`src/rtl/gpio_key_input.sv`:
```
// gpio_key_input: synchronizes and debounces active-low push-buttons and switches.
// Presents stable levels and sticky press/release flags to the CPU over the GPIO bus.
//
// Ports:
//   clk       system clock
//   rst       asynchronous active-low reset
//   ikey      raw key lines, active-low (0 = pressed), asynchronous to clk
//   clr_stb   one-cycle strobe that clears the flags selected by clr_mask
//   clr_mask  per-key clear select, used only while clr_stb=1
//   ostat     debounced level, active-high (1 = pressed)
//   opress    sticky flag, set on a debounced 0->1 transition
//   orelease  sticky flag, set on a debounced 1->0 transition
//   otick     one-cycle debounce tick pulse
//   oirq      OR of all opress and orelease bits
module gpio_key_input #(
  parameter int unsigned NKEYS     = 4,
  parameter int unsigned TICK_DIV  = 50000,
  parameter int unsigned DEB_TICKS = 20,
  parameter int unsigned CW        = 5
) (
  input  logic             clk,
  input  logic             rst,
  input  logic [NKEYS-1:0] ikey,
  input  logic             clr_stb,
  input  logic [NKEYS-1:0] clr_mask,
  output logic [NKEYS-1:0] ostat,
  output logic [NKEYS-1:0] opress,
  output logic [NKEYS-1:0] orelease,
  output logic             otick,
  output logic             oirq
);

  localparam int unsigned   PW       = (TICK_DIV > 2) ? $clog2(TICK_DIV) : 1;
  localparam logic [PW-1:0] PRE_LAST = PW'(TICK_DIV - 1);
  localparam logic [CW-1:0] CNT_LAST = CW'(DEB_TICKS - 1);

  logic [PW-1:0]          pre_q, pre_d;
  logic                   tick_q, tick_d;
  logic [NKEYS-1:0]       sync1_q, sync2_q;
  logic [NKEYS-1:0][CW-1:0] cnt_q, cnt_d;
  logic [NKEYS-1:0]       stat_q, stat_d;
  logic [NKEYS-1:0]       press_q, press_d;
  logic [NKEYS-1:0]       rel_q, rel_d;
  logic [NKEYS-1:0]       samp;
  logic [NKEYS-1:0]       set_press, set_rel;
  logic [NKEYS-1:0]       clr;

  // State registers; synchronizers reset to the idle (released) level
  always_ff @(posedge clk or negedge rst) begin
    if (!rst) begin
      pre_q   <= '0;
      tick_q  <= 1'b0;
      sync1_q <= '1;
      sync2_q <= '1;
      cnt_q   <= '0;
      stat_q  <= '0;
      press_q <= '0;
      rel_q   <= '0;
    end else begin
      pre_q   <= pre_d;
      tick_q  <= tick_d;
      sync1_q <= ikey;
      sync2_q <= sync1_q;
      cnt_q   <= cnt_d;
      stat_q  <= stat_d;
      press_q <= press_d;
      rel_q   <= rel_d;
    end
  end

  // Prescaler, per-key debounce and sticky flag next-state
  always_comb begin
    pre_d     = (pre_q == PRE_LAST) ? '0 : pre_q + PW'(1);
    tick_d    = (pre_q == PRE_LAST);
    samp      = ~sync2_q;
    cnt_d     = cnt_q;
    stat_d    = stat_q;
    set_press = '0;
    set_rel   = '0;

    if (tick_q) begin
      for (int unsigned i = 0; i < NKEYS; i++) begin
        if (samp[i] == stat_q[i]) begin
          // Matching sample restarts the run, rejecting glitches
          cnt_d[i] = '0;
        end else if (cnt_q[i] == CNT_LAST) begin
          stat_d[i]    = samp[i];
          cnt_d[i]     = '0;
          set_press[i] = samp[i];
          set_rel[i]   = ~samp[i];
        end else begin
          cnt_d[i] = cnt_q[i] + CW'(1);
        end
      end
    end

    // Clear is applied first so a same-cycle set wins
    clr     = clr_stb ? clr_mask : '0;
    press_d = (press_q & ~clr) | set_press;
    rel_d   = (rel_q & ~clr) | set_rel;
  end

  assign ostat    = stat_q;
  assign opress   = press_q;
  assign orelease = rel_q;
  assign otick    = tick_q;
  assign oirq     = |{press_q, rel_q};

endmodule

```
`config.mk`:
```
export PLATFORM = sky130hd
export DESIGN_NAME = gpio_key_input
export DESIGN_NICKNAME = d
export VERILOG_FILES = /design/src/rtl/gpio_key_input.sv
export SDC_FILE = /design/constraint.sdc
export NUM_CORES = 1
export LEC_CHECK = 0
export ABC_CLOCK_PERIOD_IN_PS = 1500
export CAP_MARGIN = 20
export CORE_MARGIN = 3
export CORE_UTILIZATION = 51
export DETAILED_ROUTE_END_ITERATION = 12
export GPL_ROUTABILITY_DRIVEN = 0
export HOLD_SLACK_MARGIN = 0.02
export PLACE_DENSITY = 0.72
export SLEW_MARGIN = 25
export SYNTH_ARGS = -nofsm -noshare
export SYNTH_HDL_FRONTEND = slang
export SYNTH_SLANG_ARGS = --single-unit
```
`constraint.sdc`:
```
create_clock -name clk -period 1.5 [get_ports clk]
set_clock_uncertainty 0.2 [all_clocks]
set_input_delay 0.375 -clock clk [delete_from_list [all_inputs] [get_ports clk]]
set_output_delay 0.375 -clock clk [all_outputs]
set_load 0.03 [all_outputs]
```
# Yosys cells after proc, flatten, opt, wreduce, memory -nomap -nowiden

Index checks and enable logic that the tools add are counted.

Add/sub/neg operators: 5
Equality and inequality tests: 9
Multiplexer cells: 28
Bitwise logic cells: 14
Reductions and logical operators: 5

Operators with widths:

| cell                    | count |
|---|---|
| $mux W5                 | 8 |
| $add A5 B1 Y5 const B   | 4 |
| $eq A5 B5 Y1 const B    | 4 |
| $add A16 B1 Y16 const B | 1 |
| $eq A16 B16 Y1 const B  | 1 |
| $mux W1                 | 16 |
| $mux W16                | 1 |
| $mux W4                 | 3 |
| $reduce_and A3 Y1       | 4 |
| $and A4 B4 Y4           | 2 |
| $not A1 Y1              | 8 |
| $not A4 Y4              | 2 |
| $or A4 B4 Y4            | 2 |
| $reduce_or A8 Y1        | 1 |
| $eq A1 B1 Y1            | 4 |

Flip-flop bits (word level): 57
Output and inout port bits: 14
Logic and storage cells: 75

# Logic depth before layout (Yosys ltp)

Gate-level depths: netlist of the first run.

Depth in word-level cells: 6
Mapped depth: 5
Gate-level depth less buffers: 5

# Least setup slack after synthesis of the first run

Ideal clock, no wire load.

Path type: reg2reg
Start: reg pre_q[10]
End: reg pre_q[14]
Library setup time: 132 ps
Data arrival time: 1353 ps
Required time: 1168 ps
Setup slack: -185 ps
Stages on the path, launching flop included: 4
Buffers on the path: 0
Clock period less this slack: 1685 ps
Cells stage by stage: dfrtp_1 or4b_1 nor3_4 nor2_1

Word-level cells in the longest chain between the ends: 2
Elaborated cells between the ends (all ways): 3
Classes of those cells: 1 x add/sub; 1 x eq/ne; 1 x mux

Ends and longest elaborated chain:

| item                   | RTL line | text |
|---|---|---|
| from (decl)            | 37       | `logic [PW-1:0] pre_q, pre_d;` |
| from (signal assigned) | 60       | `pre_q <= pre_d;` |
| $eq A16 B16 Y1         | n/a      |  |
| named net tick_d       | 38       | `logic tick_q, tick_d;` |
| $mux W16               | 73       | `pre_d = (pre_q == PRE_LAST) ? '0 : pre_q + PW'(1);` |
| named net pre_d[14]    | 37       |  |

The timed path passes the listed nets, and every way through them passes these cells.
A chain may end at the register's enable or synchronous reset.

# Worst setup path in the final report of the first run

Start: reg press_q[1] (netlist: opress[1])
End: out oirq

Word-level cells in the longest chain between the ends: 1

Ends and longest elaborated chain:

| item                   | RTL line | text |
|---|---|---|
| from (decl)            | 42       | `logic [NKEYS-1:0] press_q, press_d;` |
| from (signal assigned) | 66       | `press_q <= press_d;` |
| $reduce_or A8 Y1       | 107      | `assign oirq = \|{press_q, rel_q};` |
| to (decl)              | 30       | `output logic oirq` |

No other way between the ends.

==> results.json, run 1 <==
{
  "rows": 25,
  "syn2layout_area_growth_pct": 63.36,
  "numPortBuffers": 24,
  "antenna_found_initial": 0,
  "htree_levels": 3,
  "synth.area.top_cells": "dfrtp_1 (48%), dfstp_2 (8.2%), xnor2_1 (4.5%), nand3_1 (3.3%), o21ai_0 (3.1%)",
  "p_comb_share_pct": 4.1,
  "p_sw_share_pct": 23.09,
  "status": "complete, but fails checks",
  "syn-num-nets": 256,
  "fin_crit_ns": 1.947,
  "worst_setup_path_end_kind": "output port",
  "clkTransAtPathRegs_ns": 0.06,
  "finalSetupViolations": 44,
  "cts_tree": "built",
  "antenna_left": 0,
  "critical-path-max-stage-delay_ns": 0.42,
  "p_per_area_mw_per_mm2": 685.0,
  "power_frac_seq_pct": 54.8,
  "min_path_type": "register to register",
  "die-area_mm2": 0.005901,
  "cp_slowest_cell": "dfrtp_2",
  "required_ns": 0.92,
  "fin_ws_ns": -0.4468,
  "slew_viol_final": 0,
  "ys_seq_elements": 57,
  "fmax_ghz": 0.5137,
  "synth_area_per_cell_um2": 10.66,
  "clk_latency_ns": 0.34,
  "die_w_um": 76.82,
  "p_switching_uw": 660.8,
  "hold_viol": 0,
  "dp_hpwl_um": 3996,
  "ys_seq_area_share_pct": 56.16,
  "antenna_cells": 0,
  "first_iter_violations": 155,
  "grt_pass1_vias": 2236,
  "setup_tns_ns": -3.936,
  "grt_pass1_wl_um": 10160,
  "cts_root_buf": "clkbuf_8",
  "path_class": "register to output port",
  "fin_crit_sh_pct": 129.8,
  "core_mm2": 0.004786,
  "start_util_pct": 53.44,
  "grt_overflow": 0,
  "worst_pin_slew_ns": 0.3790,
  "io_pins": 25,
  "drive_above_1_share_pct": 52.50,
  "syn_inst": 240,
  "violations": "negative setup slack",
  "leakage_uw": 0.001826,
  "crit_path_cell_trace": "nor4_2, nand2_1, buf_6",
  "crit_fanout": 2,
  "critPathBufInv": 1,
  "syn_area_mm2": 0.002557,
  "firstDrtPassIters": 5,
  "grtUsageTotal_pct": 21.88,
  "wirelength_um": 8027,
  "synthTopCellsByCount": "dfrtp_1 (49), nand2_1 (19), inv_1 (18)",
  "ys.flop_type": "dfrtp_1",
  "die_y_um": 76.82,
  "grt_max_degree": 25,
  "yosysMostFrequentCell": "dfrtp_1",
  "clkPwrFrac_pct": 41.2,
  "power.internal_uw": 2201,
  "ys_types": 31,
  "relSlewSlack_pct": 74.50,
  "ys.warnings.count": 0,
  "wl_per_cell_um": 18.80,
  "rsz0062_at_grt": "true",
  "vias_per_cell": 5.632,
  "synth_top_cell_by_area": "dfrtp_1",
  "num_vias": 2405,
  "critPathArrivalTime_ns": 1.37,
  "finish.utilization_pct": 87.29,
  "ir_drop_mv": 0.9877,
  "clk_path_buf_depth": 2,
  "synthArstFlopShare_pct": 100.0,
  "cts-buffers-inserted": 9,
  "clock_sinks": 57,
  "synth_top_cell_area_share_pct": 47.95,
  "drv_cap": 0,
  "hold_slack_ns": 0.1548,
  "cp-start-kind": "register",
  "synth_edf_count": 0,
  "nets": 371,
  "cp_top_family": "simple AND/OR/NAND/NOR gates",
  "drc": 0
}
-- metrics by stage --
step                      worst slack [ns]  power (µW)  instance area [µm²]  instances
after floorplan                   -0.09745        1603                 2600        240
after global placement             -0.4482        1687                 3342        387
after detailed placement           -0.4562        1687                 3342        387
after CTS                          -0.3452        2856                 3756        412
after global routing               -0.5191        2968                 4178        427
final                              -0.4468        2862                 4178        427
-- cell usage in the layout, fill, tap and decap left out, types with 3 or more instances in the layout --
cell type        instances
o31ai_2                  5
nand3b_1                 4
xnor2_1                  9
a22oi_1                  3
inv_1                   18
o31ai_4                  3
nand3_4                  4
o21ai_1                  3
o21ai_0                 10
mux2i_1                  4
dfrtp_1                 43
o22ai_2                  6
nand2_1                 14
nor2_2                  12
dfstp_2                  8
clkbuf_8                 9
o22ai_1                  5
nand4_1                  6
clkinv_2                 4
o21ai_2                  3
nand2_4                  3
nor2_1                   3
nand3_1                 11
a22o_1                   4
o21a_1                   3
or3_4                    3
buf_6                   32
clkbuf_1                 3
xor2_1                   8
buf_4                   62
dfrtp_2                  6
clkdlybuf4s50_1          9
-- worst paths after layout --
kind,start,endpoint,slack (ns),cells past startpoint
max,opress[1],oirq,-0.45,3
min,sync1_q[0],sync2_q[0],0.15,0
max reg2reg,pre_q[10],pre_q[14],-0.17,4
min reg2reg,sync1_q[0],sync2_q[0],0.15,0
max in group asynchronous,rst,sync1_q[1],0.24,3
min in group asynchronous,rst,orelease[0],0.34,2
-- per-layer routing --
layer	global-route usage (%)	part of all wire, %	up-vias
met3	4.695	4.3	32
met5	0	0	-
met4	11.59	4.0	0
met2	36.15	53	89
li1	-	-	1093
met1	26.81	38	1191
-- cells by family (layout without fill, tap and decap cells) --
group	count (synthesis)	after routing	synth area share, %
buffers and inverters	21	141	3.082
adders and majority gates	5	5	2.446
and+or+nand+nor	84	84	17.27
DFF	57	57	56.16
AOI/OAI and AO/OA	48	48	12.28
muxes	4	4	1.566
xor gates and xnor gates	21	21	7.192
-- worst reg2reg max path: stages (launching register included) --
cell,delay (ns)
dfrtp_1,0.39
or4b_4,0.56
nor3_4,0.22
buf_6,0.16
nor2_2,0.04
-- repair_timing --
| action | 4_1_cts | 5_1_grt |
|---|---|---|
| pin swaps | 12 | 34 |
| setup endpoints to repair | 41 | 58 |
| gates resized for setup | 52 | 66 |
| buffers inserted | 9 | 19 |
| hold buffers | 1 | 0 |
| hold endpoints to repair | 11 | 0 |
-- layout make-up --
cell class	instances	area, µm²
Inverter	18	67.56
Tap cell	67	83.83
Clock inverter	4	20.02
Fill cell	237	608.1
Clock buffer	12	135.1
Sequential cell	57	1444
Multi-Input combinational cell	162	1456
Timing Repair Buffer	107	970.9
-- sequential cells by signal (all words and copies together) (netlist names) --
| signal | count |
|---|---|
| sync1_q | 4 |
| pre_q | 16 |
| sync2_q | 4 |
| ostat | 4 |
| orelease | 4 |
| opress | 4 |
| otick | 1 |
| cnt_q | 20 |
-- power by group through the flow --
stage                     clock network (µW)  registers, µW  logic, µW
after floorplan                            0           1590       10.5
after global placement                     0           1590       95.5
after detailed placement                   0           1590       95.6
after CTS                               1190           1570        103
after global routing                    1270           1570        126
final                                   1180           1570        116
(Power assumes the default switching activity.)
==> run 2: changes to the inputs <==
--- a/config.mk
+++ b/config.mk
@@ -12,6 +12,7 @@
 export DETAILED_ROUTE_END_ITERATION = 12
 export GPL_ROUTABILITY_DRIVEN = 0
 export HOLD_SLACK_MARGIN = 0.02
+export MAX_ROUTING_LAYER = met4
 export PLACE_DENSITY = 0.72
 export SLEW_MARGIN = 25
 export SYNTH_ARGS = -nofsm -noshare
==> run 2 against run 1 <==
Against the previous run: the run still ends with negative setup slack left; sequential power about the same; first-iteration DRC count decreased by 25%; count of clock-buffer cells in the layout unchanged; maximum frequency increased by 5.0%; power decreased by 0.84%; via count decreased by 3.2%; critical path type unchanged; largest cell class unchanged; largest power group unchanged; highest routed layer unchanged.
==> results.json, run 2 (synthesis results as in run 1) <==
{
  "status": "complete, but fails checks",
  "violations": "negative setup slack",
  "rsz0062_at_grt": "true",
  "critPathBufInv": 1,
  "cts_root_buf": "clkbuf_8",
  "ir_drop_mv": 0.9929,
  "crit_start": "opress[0]",
  "nets": 369,
  "rows": 25,
  "crit_path_cell_trace": "nor4_2, nand2_1, buf_6",
  "layout_common_cells": "buf_4 (63), dfrtp_1 (43), buf_6 (29), inv_1 (18), nand2_1 (14)",
  "finalSetupViolations": 39,
  "firstDrtPassIters": 5,
  "wl_per_cell_um": 16.81,
  "grt_overflow": 0,
  "dr_wl_met3_um": 269,
  "critical_path_cell_count": 3,
  "top_layer": "met4",
  "grtUsageTotal_pct": 22.48,
  "antenna_cells": 0,
  "clk_path_buf_depth": 2,
  "min_path_type": "register to register",
  "numPortBuffers": 24,
  "wl_met2_um": 3839,
  "reg2reg_slack_ns": -0.17,
  "htree_levels": 3,
  "fin_cells": 425,
  "crit_fanout": 2,
  "path_class": "register to output port",
  "clock_sinks": 57,
  "dp.cells": 387,
  "slew_viol_final": 0,
  "io_pins": 25,
  "die_y_um": 76.82,
  "num_vias": 2328,
  "worst_pin_slew_ns": 0.3455,
  "final_cell_area_mm2": 0.004151,
  "antenna_found_initial": 0,
  "cp-start-kind": "register",
  "grt_pass1_wl_um": 10140,
  "drc": 0,
  "setup_tns_ns": -3.428,
  "final_common_cell": "buf_4",
  "p_per_area_mw_per_mm2": 683.6,
  "rr_startpoint": "pre_q[10]",
  "syn2layout_area_growth_pct": 62.33,
  "met1_length_um": 2834,
  "core_mm2": 0.004786,
  "die-area_mm2": 0.005901,
  "cts_tree": "built",
  "relSlewSlack_pct": 76.97,
  "worst_setup_path_end_kind": "output port",
  "grt_max_degree": 25,
  "drive_above_1_share_pct": 52.23,
  "fmax_ghz": 0.5392,
  "cp_top_family": "flip-flops",
  "dp_hpwl_um": 3996,
  "largest_reg_flops": 20,
  "clkTransAtPathRegs_ns": 0.07,
  "clk_latency_ns": 0.34,
  "leakage_uw": 0.001813,
  "cts-buffers-inserted": 9,
  "largestRegisters": "cnt_q (20), pre_q (16)",
  "place_area_mm2": 0.003342,
  "cp_slowest_cell": "dfrtp_2",
  "pre_cts_ws_ns": -0.4562,
  "fin_crit_sh_pct": 123.6,
  "drv_cap": 0,
  "critPathArrivalTime_ns": 1.28,
  "required_ns": 0.92,
  "fin_ws_ns": -0.3547,
  "first_iter_violations": 117,
  "critical-path-max-stage-delay_ns": 0.43,
  "fin_crit_ns": 1.855,
  "grt_pass1_vias": 2241,
  "start_util_pct": 53.44,
  "endpoint": "oirq",
  "reg2regPathDepth": 4,
  "wirelength_um": 7145,
  "rr_endpoint": "pre_q[14]",
  "regMostFlops": "cnt_q",
  "antenna_left": 0,
  "die_w_um": 76.82,
  "hold_viol": 0,
  "finish.utilization_pct": 86.75,
  "vias_per_cell": 5.478
}
==> run 2: cell count changes in the layout (fill, tap and decap cells not counted), sizes merged <==
cell / previous run / this run
buf: 97 / 95
==> run 2: power breakdown <==
part           switching (µW)  internal (µW)
clock                     568            588
sequential               9.37           1560
combinational            59.3           55.5
==> run 2: metal layers <==
layer	GRT usage [%]	up-vias
met5	-	-
met4	11.59	0
met3	4.695	23
met2	36.24	61
met1	26.65	1156
li1	-	1088
==> run 2: metrics by stage <==
step           power, µW  hold slack (ns)
6_report            2838           0.1550
3_3_place_gp        1687          0.08731
2_1_floorplan       1603          -0.1206
5_1_grt             2951           0.1560
4_1_cts             2856           0.1555
3_5_place_dp        1687          0.09043
==> run 2: worst reg2reg max path, delay by kind of cell, from the launching register on <==
family / cells / cell delay, ns
buf+inv: 1 / 0.16
flops: 1 / 0.38
simple gates: 3 / 0.82
==> run 2: worst min path at each step <==
| stage | start | end | slack, ns | depth (start not counted) |
|---|---|---|---|---|
| global route | sync1_q[0] | sync2_q[0] | 0.16 | 0 |
| global placement | rst | orelease[0] | 0.09 | 1 |
| finish | sync1_q[0] | sync2_q[0] | 0.15 | 0 |
| CTS | sync1_q[0] | sync2_q[0] | 0.16 | 0 |
| floorplan | rst | cnt_q[0] | -0.12 | 0 |
| detailed placement | rst | opress[2] | 0.09 | 1 |
==> run 2: timing repair <==
action	in CTS	in global routing
endpoints found under the setup margin	41	57
setup buffers	9	17
hold endpoints to repair	11	0
gates cloned	0	0
hold buffers	1	0
gates resized for setup	52	63
pin swaps	12	32
==> run 2: final cells by class <==
cell class | count | area (µm²)
multi-input cells | 162 | 1456
flip-flops and latches | 57 | 1444
repair buffers | 105 | 944.7
fillers | 249 | 634.4
clock buffers | 12 | 135.1
well taps | 67 | 83.83
inverters | 18 | 67.56
clock inverters | 4 | 20.02
